$ cat config.mk
export PLATFORM = sky130hd
export DESIGN_NAME = stream_demux_1xn
export DESIGN_NICKNAME = d
export VERILOG_FILES = /design/src/rtl/stream_demux_1xn.sv
export SDC_FILE = /design/constraint.sdc
export NUM_CORES = 1
export LEC_CHECK = 0
export BUFFER_PORTS_ARGS = -buffer_cell sky130_fd_sc_hd__buf_2
export CORE_AREA = 2 2 45 57
export CTS_CLUSTER_SIZE = 14
export DETAILED_ROUTE_END_ITERATION = 12
export DIE_AREA = 0 0 47 59
export PLACE_DENSITY = 0.76
export SLEW_MARGIN = 0
export SYNTH_ARGS = -nofsm -noshare
export SYNTH_HDL_FRONTEND = slang
export SYNTH_SLANG_ARGS = --single-unit
$ cat constraint.sdc
create_clock -name clk -period 1.3 [get_ports clk]
set_input_delay 0.325 -clock clk [delete_from_list [all_inputs] [get_ports clk]]
set_output_delay 0.325 -clock clk [all_outputs]
set_load 0.01 [all_outputs]
$ cat src/rtl/stream_demux_1xn.sv
// One-word registered 1-to-N stream demultiplexer; words with an out-of-range select are accepted and dropped.
// Optional feature macro: STREAM_DEMUX_DROP_CNT_EN enables the saturating 8-bit drop counter.
module stream_demux_1xn #(
  parameter int WIDTH = 8,
  parameter int CH    = 4,
  parameter int SELW  = 2
) (
  input  logic                  clk,
  input  logic                  rst,
  input  logic                  in_valid,
  output logic                  in_ready,
  input  logic [SELW-1:0]       in_sel,
  input  logic [WIDTH-1:0]      in_data,
  output logic [CH-1:0]         out_valid,
  input  logic [CH-1:0]         out_ready,
  output logic [WIDTH*CH-1:0]   out_data,
  output logic [7:0]            drop_cnt
);

  typedef enum logic {
    S_EMPTY = 1'b0,
    S_FULL  = 1'b1
  } state_t;

  localparam logic [SELW:0] CH_LIM = (SELW+1)'(CH);

  state_t            state_q, state_d;
  logic [WIDTH-1:0]  hold_data_q, hold_data_d;
  logic [SELW-1:0]   hold_sel_q, hold_sel_d;

  logic sel_ready;
  logic in_range;
  logic up_xfer;
  logic dn_xfer;

  // in_ready depends only on registered state and out_ready, never on the upstream word
  always_comb begin
    sel_ready = 1'b0;
    for (int i = 0; i < CH; i++) begin
      if (hold_sel_q == SELW'(i)) sel_ready = out_ready[i];
    end
    in_ready = (state_q == S_EMPTY) ? 1'b1 : sel_ready;
    in_range = ({1'b0, in_sel} < CH_LIM);
    up_xfer  = in_valid & in_ready;
    dn_xfer  = (state_q == S_FULL) & sel_ready;
  end

  always_comb begin
    state_d     = state_q;
    hold_data_d = hold_data_q;
    hold_sel_d  = hold_sel_q;
    case (state_q)
      S_EMPTY: begin
        if (up_xfer && in_range) begin
          hold_data_d = in_data;
          hold_sel_d  = in_sel;
          state_d     = S_FULL;
        end
      end
      S_FULL: begin
        if (dn_xfer) begin
          if (up_xfer && in_range) begin
            hold_data_d = in_data;
            hold_sel_d  = in_sel;
          end else begin
            state_d = S_EMPTY;
          end
        end
      end
      default: state_d = S_EMPTY;
    endcase
  end

  always_ff @(posedge clk) begin
    if (rst) begin
      state_q     <= S_EMPTY;
      hold_data_q <= '0;
      hold_sel_q  <= '0;
    end else begin
      state_q     <= state_d;
      hold_data_q <= hold_data_d;
      hold_sel_q  <= hold_sel_d;
    end
  end

  always_comb begin
    out_valid = '0;
    out_data  = '0;
    if (state_q == S_FULL) begin
      for (int i = 0; i < CH; i++) begin
        if (hold_sel_q == SELW'(i)) begin
          out_valid[i]                = 1'b1;
          out_data[i*WIDTH +: WIDTH]  = hold_data_q;
        end
      end
    end
  end

`ifdef STREAM_DEMUX_DROP_CNT_EN
  logic [7:0] drop_cnt_q, drop_cnt_d;

  always_comb begin
    drop_cnt_d = drop_cnt_q;
    if (up_xfer && !in_range && (drop_cnt_q != 8'hFF)) drop_cnt_d = drop_cnt_q + 8'd1;
  end

  always_ff @(posedge clk) begin
    if (rst) drop_cnt_q <= '0;
    else     drop_cnt_q <= drop_cnt_d;
  end

  assign drop_cnt = drop_cnt_q;
`else
  assign drop_cnt = '0;
`endif

endmodule

After elaboration in Yosys (flattened, before gate mapping)
Index checks and enable logic that the tools add are counted.

storage, ports and cells
  flip-flop bits (word level) = 11

cells by class
  equal/unequal tests = 4
  muxes and demuxes = 24
  bitwise gates (word level) = 3
  reductions and logical operators = 1

operators by type and width
  cell                                                    count
  2-to-1 mux 8 bit                                        6
  2-to-1 mux 32 bit                                       1
  one-hot mux 8 bit (2 select lines)                      1
  2-to-1 mux 1 bit                                        11
  == test 2 bit (second input constant)                   2
  2-to-1 mux 2 bit                                        2
  2-to-1 mux 4 bit                                        1
  one-hot mux 2 bit (2 select lines)                      1
  AND 1 bit                                               2
  == test 2 x 1 -> 1 bit (second input constant)          1
  logical NOT 2 bit                                       1
  inequality test 2 x 1 -> 1 bit (second input constant)  1
  one-hot mux 1 bit (2 select lines)                      1
  NOT 1 bit                                               1

Logic depth before layout (Yosys ltp)
Gate-level depths: netlist of run 1.

  word-level depth = 10
  depth in mapped cells = 4
  depth with buffers taken out = 3

Worst setup path before layout of run 1
Ideal clock, no wire load.

  path type = flip-flop to output port
  start point = register state_q
  end point = output out_data[0]
  data arrival time = 1.095 ns
  required time = 0.975 ns
  path slack = -0.120 ns
  cell stages (with the launch flop) = 5
  cell sequence = dfxtp_1 -> nor2b_1 -> and2b_1 -> clkbuf_1 -> and2_1

on the way
  longest elaborated chain between the ends = 1

ends and longest elaborated chain
  item                    RTL line  RTL
  from (decl)             27        state_t state_q, state_d;
  from (signal assigned)  80        state_q <= state_d;
  2-to-1 mux 32 bit       89        if (state_q == S_FULL) begin
  to (decl)               16        output logic [WIDTH*CH-1:0] out_data,

Every way passes these cells.

Worst setup path after layout of run 1
  start point = register state_q
  end point = output out_data[7]

Same word-level chain as after synthesis.

==> qor.txt, run 1 <==
hpwl dp: 1620 microns
fin crit period: 1.62 ns
proportion of layout cells with a drive suffix above 1: 0.611
Vias/cell: 4.56
CTS Sinks: 11
clock buffer count from CTS: 3
Placer Congestion: 0.663
global-route wire length before repair: 3710 microns
width of the chip: 47 microns
CTS tree: built
switching share of power: 0.300
vias: 880
Final Non-Filler Cells: 193
Fin. Hold Viols: 0
outcome: complete, but fails checks
chip height: 59 microns
Min-Delay Path Class: in2reg
Hold Startpoint: in_sel[1]
die footprint: 0.00277 sq mm
Synth cell types: 16
area delta synth->final: 73.7%
CP Max Fanout: 5
cell total after placement: 183
startpoint types: register
part of the power in combinational logic: 0.298
n_diodes: 0
fin util: 0.670
Yosys reg bits: 11
unrepaired setup endpoints after global routing: true
drt wl/cell: 13.2 microns
Final Max Tran Viols: 0
Hold WS: 0.310 ns
critical path required time: 0.98 ns
synthesized area: 843 sq um
part of the Yosys area used for sequential elements: 0.261
pin count of the biggest net entering global routing: 22
clk buf depth: 2
period utilisation layout: 1.25
Reg-to-Reg Start: state_q
Pint: 0.622 mW
vias in the first global route: 831
Clk pwr share: 0.252
dpl cell area: 0.00113 sq mm
max_cap viols: 0
clk_skew: 0.00396 ns
post-route design area: 0.00147 sq mm
leakage power: 0.743 nW
Ports: 62
post-route ant nets: 0
CTS Root Cell: clkbuf_4
worst r2r path cells: 6
IO buf count: 53
RR Endpoint: hold_sel_q[0]
failing checks: negative setup slack
H-tree levels: 1
final WL: 2550 microns
Post-CTS Hold Fix Bufs: 0
initial detailed-routing violation count: 22
Cells after Synth: 102
fmax: 0.616 GHz
Initial Util: 0.386
pwr dens: 606 mW/mm^2
synth warn: 0
initial antenna violation count: 0
sequential share of power: 0.450
Post-route DRC: 0
DRT Pass-1 Iters: 4
global route overflow: 0
R2R setup slack: -0.13 ns
layout net count: 180
Crit. End Element: primary output
all-layer global routing usage: 0.183
peak supply drop: 0.000514 V
final worst slack: -0.322 ns
Critical Path AT: 1.30 ns
Worst-Skew Late Latency: 0.26 ns
worst hold stages: 3
Core ar.: 0.00219 sq mm
switching pwr: 0.266 mW
final setup vio count: 47
Worst Hold Endpoint: hold_sel_q[1]
Syn Area/Cell: 8.27 sq um
clock-pin slew on the worst setup and hold paths: 0.07 ns
CP Class: reg2out
Row Count: 19
placed cells by master, fill, tap and decap left out:
cell type  instances
a21oi_1            1
a221oi_4           1
a22oi_2            1
and2_1            14
and2_4            12
and2b_2            4
and3_1             1
and3_4             8
buf_2             33
buf_4              5
buf_6             25
clkbuf_4           3
clkinv_2           1
conb_1             8
dfxtp_1            8
dfxtp_2            1
dfxtp_4            2
inv_1              1
mux2i_1           10
mux2i_4            2
nand2b_1          20
nor2b_4            1
flip-flops by register name (all words and copies together), names as in the netlist:
signal,flops
hold_data_q,8
hold_sel_q,2
state_q,1
critical path: stages (launching register included):
cell and delay (ns):
dfxtp_2 0.34, nor2b_4 0.20, and2b_2 0.22, and2_1 0.14, buf_2 0.13
cells in the mapped netlist, drive strengths merged:
cell type | n | area share
a21oi | 1 | 0.0059
a221oi | 1 | 0.018
a22oi | 1 | 0.0089
and2 | 26 | 0.19
and2b | 2 | 0.018
and3 | 9 | 0.067
buf | 9 | 0.085
clkbuf | 6 | 0.027
conb | 1 | 0.0044
dfxtp | 11 | 0.26
dlygate4sd1 | 1 | 0.010
inv | 1 | 0.0044
mux2i | 12 | 0.14
nand2b | 20 | 0.15
nor2b | 1 | 0.0074
layout make-up:
| type | instances | area, sq um |
|---|---|---|
| Fill cell | 183 | 722 |
| Multi-Input combinational cell | 83 | 682 |
| Timing Repair Buffer | 63 | 484 |
| Sequential cell | 11 | 229 |
| Tap cell | 31 | 38.8 |
| Clock buffer | 3 | 22.5 |
| Clock inverter | 1 | 5.00 |
| Inverter | 1 | 3.75 |
power groups by stage:
stage | Combinational, mW | Clock [mW] | Sequential (mW)
after floorplan | 0.144 | 0 | 0.387
after global placement | 0.180 | 0 | 0.394
after detailed placement | 0.185 | 0 | 0.399
after CTS | 0.247 | 0.233 | 0.396
after global routing | 0.286 | 0.257 | 0.405
final | 0.265 | 0.224 | 0.399
logic make-up (layout without fill, tap and decap cells):
group,count (synthesis),count (layout),synth area share
AOI/OAI and AO/OA,3,3,0.0326
buffers and inverters,17,68,0.126
DFF,11,11,0.261
muxes,12,12,0.142
other,1,8,0.00445
and+or+nand+nor,58,60,0.433
how the worst max path moves through the flow:
stage / end / cells past startpoint / startpoint
final: out_data[7] / 4 / state_q
after global routing: out_data[7] / 4 / state_q
after CTS: out_data[13] / 4 / hold_sel_q[0]
after floorplan: out_data[14] / 4 / hold_sel_q[0]
after detailed placement: hold_sel_q[0] / 4 / hold_sel_q[1]
after global placement: out_data[12] / 4 / hold_sel_q[0]
routing by layer:
metal  track usage  share of wire  up-vias
met5             0              0        -
met2         0.348           0.59       35
met3        0.0305          0.045        0
met1         0.195           0.37      412
met4        0.0556              0        0
li1              -              -      433
metrics by stage:
stage / TNS, ns / setup slack (ns) / power, mW
5_1_grt: -13.63 / -0.398 / 0.948
4_1_cts: -10.52 / -0.304 / 0.876
3_3_place_gp: -2.42 / -0.0827 / 0.575
6_report: -10.62 / -0.322 / 0.888
3_5_place_dp: -4.58 / -0.186 / 0.583
2_1_floorplan: 0 / 0.00527 / 0.531
timing repair:
item / 4_1_cts / 5_1_grt
setup buffers: 2 / 1
endpoints found under the hold margin: 0 / 0
cloned: 3 / 0
endpoints found under the setup margin: 47 / 47
gates resized for setup: 48 / 11
pin swaps: 18 / 3
Note: power is estimated with default switching activity, not from simulation.
==> run 2: changes to the inputs <==
- MAX_ROUTING_LAYER: not set -> met4
- PLACE_DENSITY: 0.76 -> 0.73
==> qor.txt, run 2 (same netlist as run 1, synthesis figures left out) <==
Fin. Hold Viols: 0 (unchanged)
width of the chip: 47 microns (unchanged)
max incr delay on CP: 0.36 ns (+0.02 ns)
Worst-Skew Late Latency: 0.28 ns (+0.02 ns)
startpoint types: register
dpl cell area: 0.00112 sq mm (-0.66%)
Top Registers: hold_data_q (8), hold_sel_q (2), state_q (1)
final worst slack: -0.331 ns (-0.00873 ns)
vias in the first global route: 766 (-7.8%)
Filler cells: 177 (-3.3%)
H-tree levels: 1 (unchanged)
Hold Startpoint: in_data[5]
worst hold stages: 3 (unchanged)
critical path required time: 0.98 ns (about the same)
Min-Delay Path Class: in2reg
outcome: complete, but fails checks
initial detailed-routing violation count: 20 (-9.1%)
CTS Root Cell: clkbuf_4
drt wl/cell: 12.9 microns (-2.3%)
clk buf depth: 2 (unchanged)
CP Class: reg2out
worst path cell trace: and2_4, and2b_2, and2_4, buf_6
post-route ant nets: 0 (unchanged)
CP Max Fanout: 4 (-1)
unrepaired setup endpoints after global routing: true
pwr dens: 621 mW/mm^2 (+2.4%)
leakage power: 0.734 nW (-1.3%)
Initial Util: 0.386 (unchanged)
period utilisation layout: 1.25 (+0.00671)
proportion of layout cells with a drive suffix above 1: 0.586 (-0.0247)
multi-input logic area: 661 sq um (-3.1%)
chip height: 59 microns (unchanged)
post-route design area: 0.00144 sq mm (-1.8%)
RR Endpoint: hold_data_q[3]
max_cap viols: 0 (unchanged)
CTS Sinks: 11 (unchanged)
clock buffer count from CTS: 3 (unchanged)
Core ar.: 0.00219 sq mm (unchanged)
Row Count: 19 (unchanged)
Reg-to-Reg Start: hold_sel_q[1]
layout net count: 180 (unchanged)
worst r2r path cells: 5 (-1)
CTS tree: built
failing checks: negative setup slack
max reg flops: 8 (unchanged)
post-place setup slack: -0.145 ns (+0.0407 ns)
Crit-path slowest cell: dfxtp_4
Ports: 62 (unchanged)
switching pwr: 0.270 mW (+1.6%)
Pint: 0.623 mW (+0.10%)
initial antenna violation count: 0 (unchanged)
Clk pwr share: 0.267 (+0.015)
die footprint: 0.00277 sq mm (unchanged)
pin count of the biggest net entering global routing: 22 (unchanged)
global route overflow: 0 (unchanged)
clk_skew: 0.00135 ns (-0.00261 ns)
hpwl dp: 1550 microns (-4.2%)
most frequent cells in the layout: 36 x buf_2, 26 x buf_6, 20 x nand2b_1
all-layer global routing usage: 0.181 (-0.00232)
sequential share of power: 0.444 (-0.006)
DRT Pass-1 Iters: 4 (unchanged)
Crit. End Element: primary output
Worst Hold Endpoint: hold_data_q[5]
sequential cell area: 229 sq um (unchanged)
Setup TNS: -11.33 ns (-0.712 ns)
final setup vio count: 47 (unchanged)
vias: 864 (-1.8%)
Post-route DRC: 0 (unchanged)
final WL: 2490 microns (-2.3%)
peak supply drop: 0.000475 V (-7.5%)
Final Non-Filler Cells: 193 (unchanged)
Hold WS: 0.298 ns (-0.0123 ns)
switching share of power: 0.303 (+0.00318)
n_diodes: 0 (unchanged)
area delta synth->final: 70.6%
IO buf count: 53 (unchanged)
global-route wire length before repair: 3480 microns (-6.0%)
part of the power in combinational logic: 0.289 (-0.009)
Final Max Tran Viols: 0 (unchanged)
largest register by flop count: hold_data_q
fin crit period: 1.63 ns (+0.00873 ns)
Placer Congestion: 0.718 (+8.3%)
cell total after placement: 182 (-0.55%)
cell mode on critical path: and2_4
Critical Path AT: 1.31 ns (about the same)
fmax: 0.613 GHz (-0.54%)
R2R setup slack: -0.19 ns (-0.06 ns)
Vias/cell: 4.48 (-1.8%)
clock-pin slew on the worst setup and hold paths: 0.07 ns (about the same)
most common cell after layout, fill and taps aside: buf_2
## run 2: changes by cell type in the layout (fill, tap and decap cells not counted), sizes merged
cell,previous run,this run
clkbuf,3,4
clkinv,1,0
## run 2: critical path: cells and delay by family (launching register included)
kind	cells	cell delay, ns
buffers and inverters	1	0.11
DFF	1	0.36
and+or+nand+nor	3	0.55
## run 2: metrics by stage
step / total power [mW] / util
2_1_floorplan: 0.531 / -
3_3_place_gp: 0.572 / 0.513
3_5_place_dp: 0.579 / 0.513
4_1_cts: 0.882 / 0.624
5_1_grt: 0.938 / 0.658
6_report: 0.893 / 0.658
## run 2: power groups by stage
stage,Sequential [mW],Clock [mW],Combinational (mW)
2_1_floorplan,0.387,0,0.144
3_3_place_gp,0.394,0,0.177
3_5_place_dp,0.397,0,0.181
4_1_cts,0.394,0.248,0.240
5_1_grt,0.401,0.258,0.278
6_report,0.397,0.238,0.258
## run 2: final cells by class
class                      instances  area share
inverter                           1     0.00261
timing repair buffer              63       0.334
clock buffer                       4      0.0183
multi-input combinational         83       0.459
tap                               31      0.0270
sequential                        11       0.159
## run 2: what timing repair did
item | 4_1_cts | 5_1_grt
gates cloned | 3 | 0
hold endpoints to repair | 0 | 0
pin swaps | 22 | 2
resized for setup | 39 | 17
hold buffers | 0 | 0
buffers inserted | 4 | 0
endpoints found under the setup margin | 47 | 47
## run 2: worst max-delay path by stage
stage	startpoint	endpoint	slack (ns)	cells past startpoint
after global placement	state_q	out_data[7]	-0.09	4
after floorplan	hold_sel_q[0]	out_data[14]	0.005	4
after detailed placement	state_q	out_data[2]	-0.15	4
after CTS	hold_sel_q[0]	out_data[14]	-0.30	4
after global routing	state_q	out_data[4]	-0.39	4
final	hold_sel_q[0]	out_data[11]	-0.33	4
## run 2: layer usage
metal  vias up  routed length (microns)  track usage
li1        432                        -            -
met1       382                     1050        0.210
met2        41                     1220        0.282
met3         9                      139       0.0274
met4         0                       85        0.115
met5         -                        0            -
==> run 3: changes to the inputs <==
- SKIP_LAST_GASP: not set -> 1
- TNS_END_PERCENT: not set -> 1
==> qor.txt, run 3 (same netlist as run 1, synthesis figures left out) <==
stages on the worst setup path: 4 (unchanged)
post-route ant nets: 0 (unchanged)
CTS Root Cell: clkbuf_4
period utilisation layout: 1.23 (-0.0231)
sequential cell area: 229 sq um (unchanged)
max reg flops: 8 (unchanged)
CTS tree: built
drt wl/cell: 10.8 microns (-17%)
worst path cell trace: and2_4, and2b_2, and2_1, buf_2
fin crit period: 1.60 ns (-0.0300 ns)
Final Non-Filler Cells: 188 (-2.6%)
vias: 825 (-4.5%)
Hold WS: 0.304 ns (+0.00648 ns)
most common cell after layout, fill and taps aside: buf_2
die footprint: 0.00277 sq mm (unchanged)
layout net count: 175 (-2.8%)
vias in the first global route: 707 (-7.7%)
max_cap viols: 0 (unchanged)
chip height: 59 microns (unchanged)
Crit. End Element: primary output
pwr dens: 683 mW/mm^2 (+10%)
critical path required time: 0.98 ns (about the same)
Worst-Skew Late Latency: 0.27 ns (about the same)
Post-CTS Hold Fix Bufs: 0 (unchanged)
area delta synth->final: 42.9%
global-route wire length before repair: 3090 microns (-11%)
WP buf/inv: 1 (unchanged)
Reg-to-Reg Start: hold_sel_q[0]
Fin. Hold Viols: 0 (unchanged)
proportion of layout cells with a drive suffix above 1: 0.484 (-0.102)
hpwl dp: 1550 microns (about the same)
cell total after placement: 182 (unchanged)
Crit-path slowest cell: dfxtp_4
worst r2r path cells: 5 (unchanged)
final setup vio count: 47 (unchanged)
DRT Pass-1 Iters: 3 (-1)
outcome: complete, but fails checks
RR Endpoint: hold_data_q[2]
dpl cell area: 0.00111 sq mm (-1.1%)
Post-route DRC: 0 (unchanged)
Min-Delay Path Class: in2reg
global route overflow: 0 (unchanged)
fmax: 0.625 GHz (+1.9%)
number of post-CTS setup repair buffers: 0 (-4)
CP top delay family: simple AND/OR/NAND/NOR gates
most frequent cells in the layout: 53 x buf_2, 23 x and2_1, 20 x nand2b_1
Core ar.: 0.00219 sq mm (unchanged)
worst setup path endpoint: out_data[11]
final worst slack: -0.301 ns (+0.0300 ns)
clk_skew: 0.00212 ns (+0.000769 ns)
Row Count: 19 (unchanged)
CTS Sinks: 11 (unchanged)
final WL: 2030 microns (-19%)
n_diodes: 0 (unchanged)
multi-input logic area: 599 sq um (-9.3%)
post-route design area: 0.00120 sq mm (-16%)
CP Max Fanout: 5 (+1)
largest register by flop count: hold_data_q
width of the chip: 47 microns (unchanged)
pin count of the biggest net entering global routing: 22 (unchanged)
failing checks: negative setup slack
IO buf count: 53 (unchanged)
Placer Congestion: 0.723 (+0.71%)
all-layer global routing usage: 0.157 (-0.0241)
H-tree levels: 1 (unchanged)
leakage power: 0.701 nW (-4.5%)
CP Class: reg2out
initial detailed-routing violation count: 10 (-50%)
startpoint types: register
Top Registers: hold_data_q (8), hold_sel_q (2), state_q (1)
Critical Path AT: 1.28 ns (-0.03 ns)
Ports: 62 (unchanged)
unrepaired setup endpoints after global routing: true
clk buf depth: 2 (unchanged)
initial antenna violation count: 0 (unchanged)
Filler cells: 220 (+24%)
Vias/cell: 4.39 (-2.0%)
Final Max Tran Viols: 0 (unchanged)
max incr delay on CP: 0.36 ns (about the same)
R2R setup slack: -0.08 ns (+0.11 ns)
clock-pin slew on the worst setup and hold paths: 0.07 ns (about the same)
Initial Util: 0.386 (unchanged)
clock buffer count from CTS: 3 (unchanged)
Crit. Startpoint: hold_sel_q[0]
peak supply drop: 0.000486 V (+2.3%)
## run 3: changes by cell type in the layout (fill, tap and decap cells not counted), moves of 2 or more
cell / delta
buf_4: +3
and3_4: -8
and2_4: -6
buf_6: -25
and2_1: +6
and3_1: +8
buf_2: +17
mux2i_2: -2
## run 3: repair_timing
item / in CTS / in global routing
resized for setup: 14 / 5
pin swaps: 5 / 0
setup endpoints to repair: 47 / 47
gates cloned: 2 / 0
## run 3: report_power, final
part | internal [mW] | leakage [nW] | switching, mW
sequential | 0.362 | 0.0924 | 0.0325
clock | 0.114 | 0.0177 | 0.117
combinational | 0.104 | 0.591 | 0.0942
total | 0.579 | 0.701 | 0.244
## run 3: tightest hold or removal path, cell delays in order
cell and delay, ns:
buf_2 0.09, nand2b_1 0.05, mux2i_1 0.06
## run 3: worst min-delay path by stage
| stage | startpoint | end | slack, ns | cells past startpoint |
|---|---|---|---|---|
| floorplan | hold_sel_q[0] | hold_sel_q[0] | 0.47 | 2 |
| global placement | hold_sel_q[0] | hold_sel_q[0] | 0.49 | 2 |
| detailed placement | hold_data_q[3] | hold_data_q[3] | 0.50 | 2 |
| CTS | in_data[6] | hold_data_q[6] | 0.30 | 3 |
| global route | in_data[6] | hold_data_q[6] | 0.30 | 3 |
| finish | in_data[6] | hold_data_q[6] | 0.30 | 3 |
## run 3: per-layer routing
metal  part of all wire  vias up  track usage  wire length (microns)
li1                   -      426            -                      -
met3              0.070        7       0.0183                    141
met2               0.51       39        0.258                   1030
met4              0.024        0       0.0794                     48
met5                  0        -            -                      0
met1               0.40      353        0.182                    810
## run 3: final cells by class
cell class,instances,area share
Sequential cell,11,0.190
Clock buffer,3,0.0187
Inverter,1,0.00312
Tap cell,31,0.0322
Multi-Input combinational cell,83,0.497
Timing Repair Buffer,58,0.254
Clock inverter,1,0.00415
## run 3: per-stage QoR
stage	total power [mW]	util	setup TNS, ns	setup slack (ns)
after CTS	0.824	0.543	-10.12	-0.305
after detailed placement	0.576	0.507	-2.96	-0.107
after floorplan	0.528	-	-0.293	-0.0193
after global placement	0.569	0.507	-1.29	-0.0436
after global routing	0.868	0.551	-12.33	-0.350
final	0.823	0.551	-9.27	-0.301
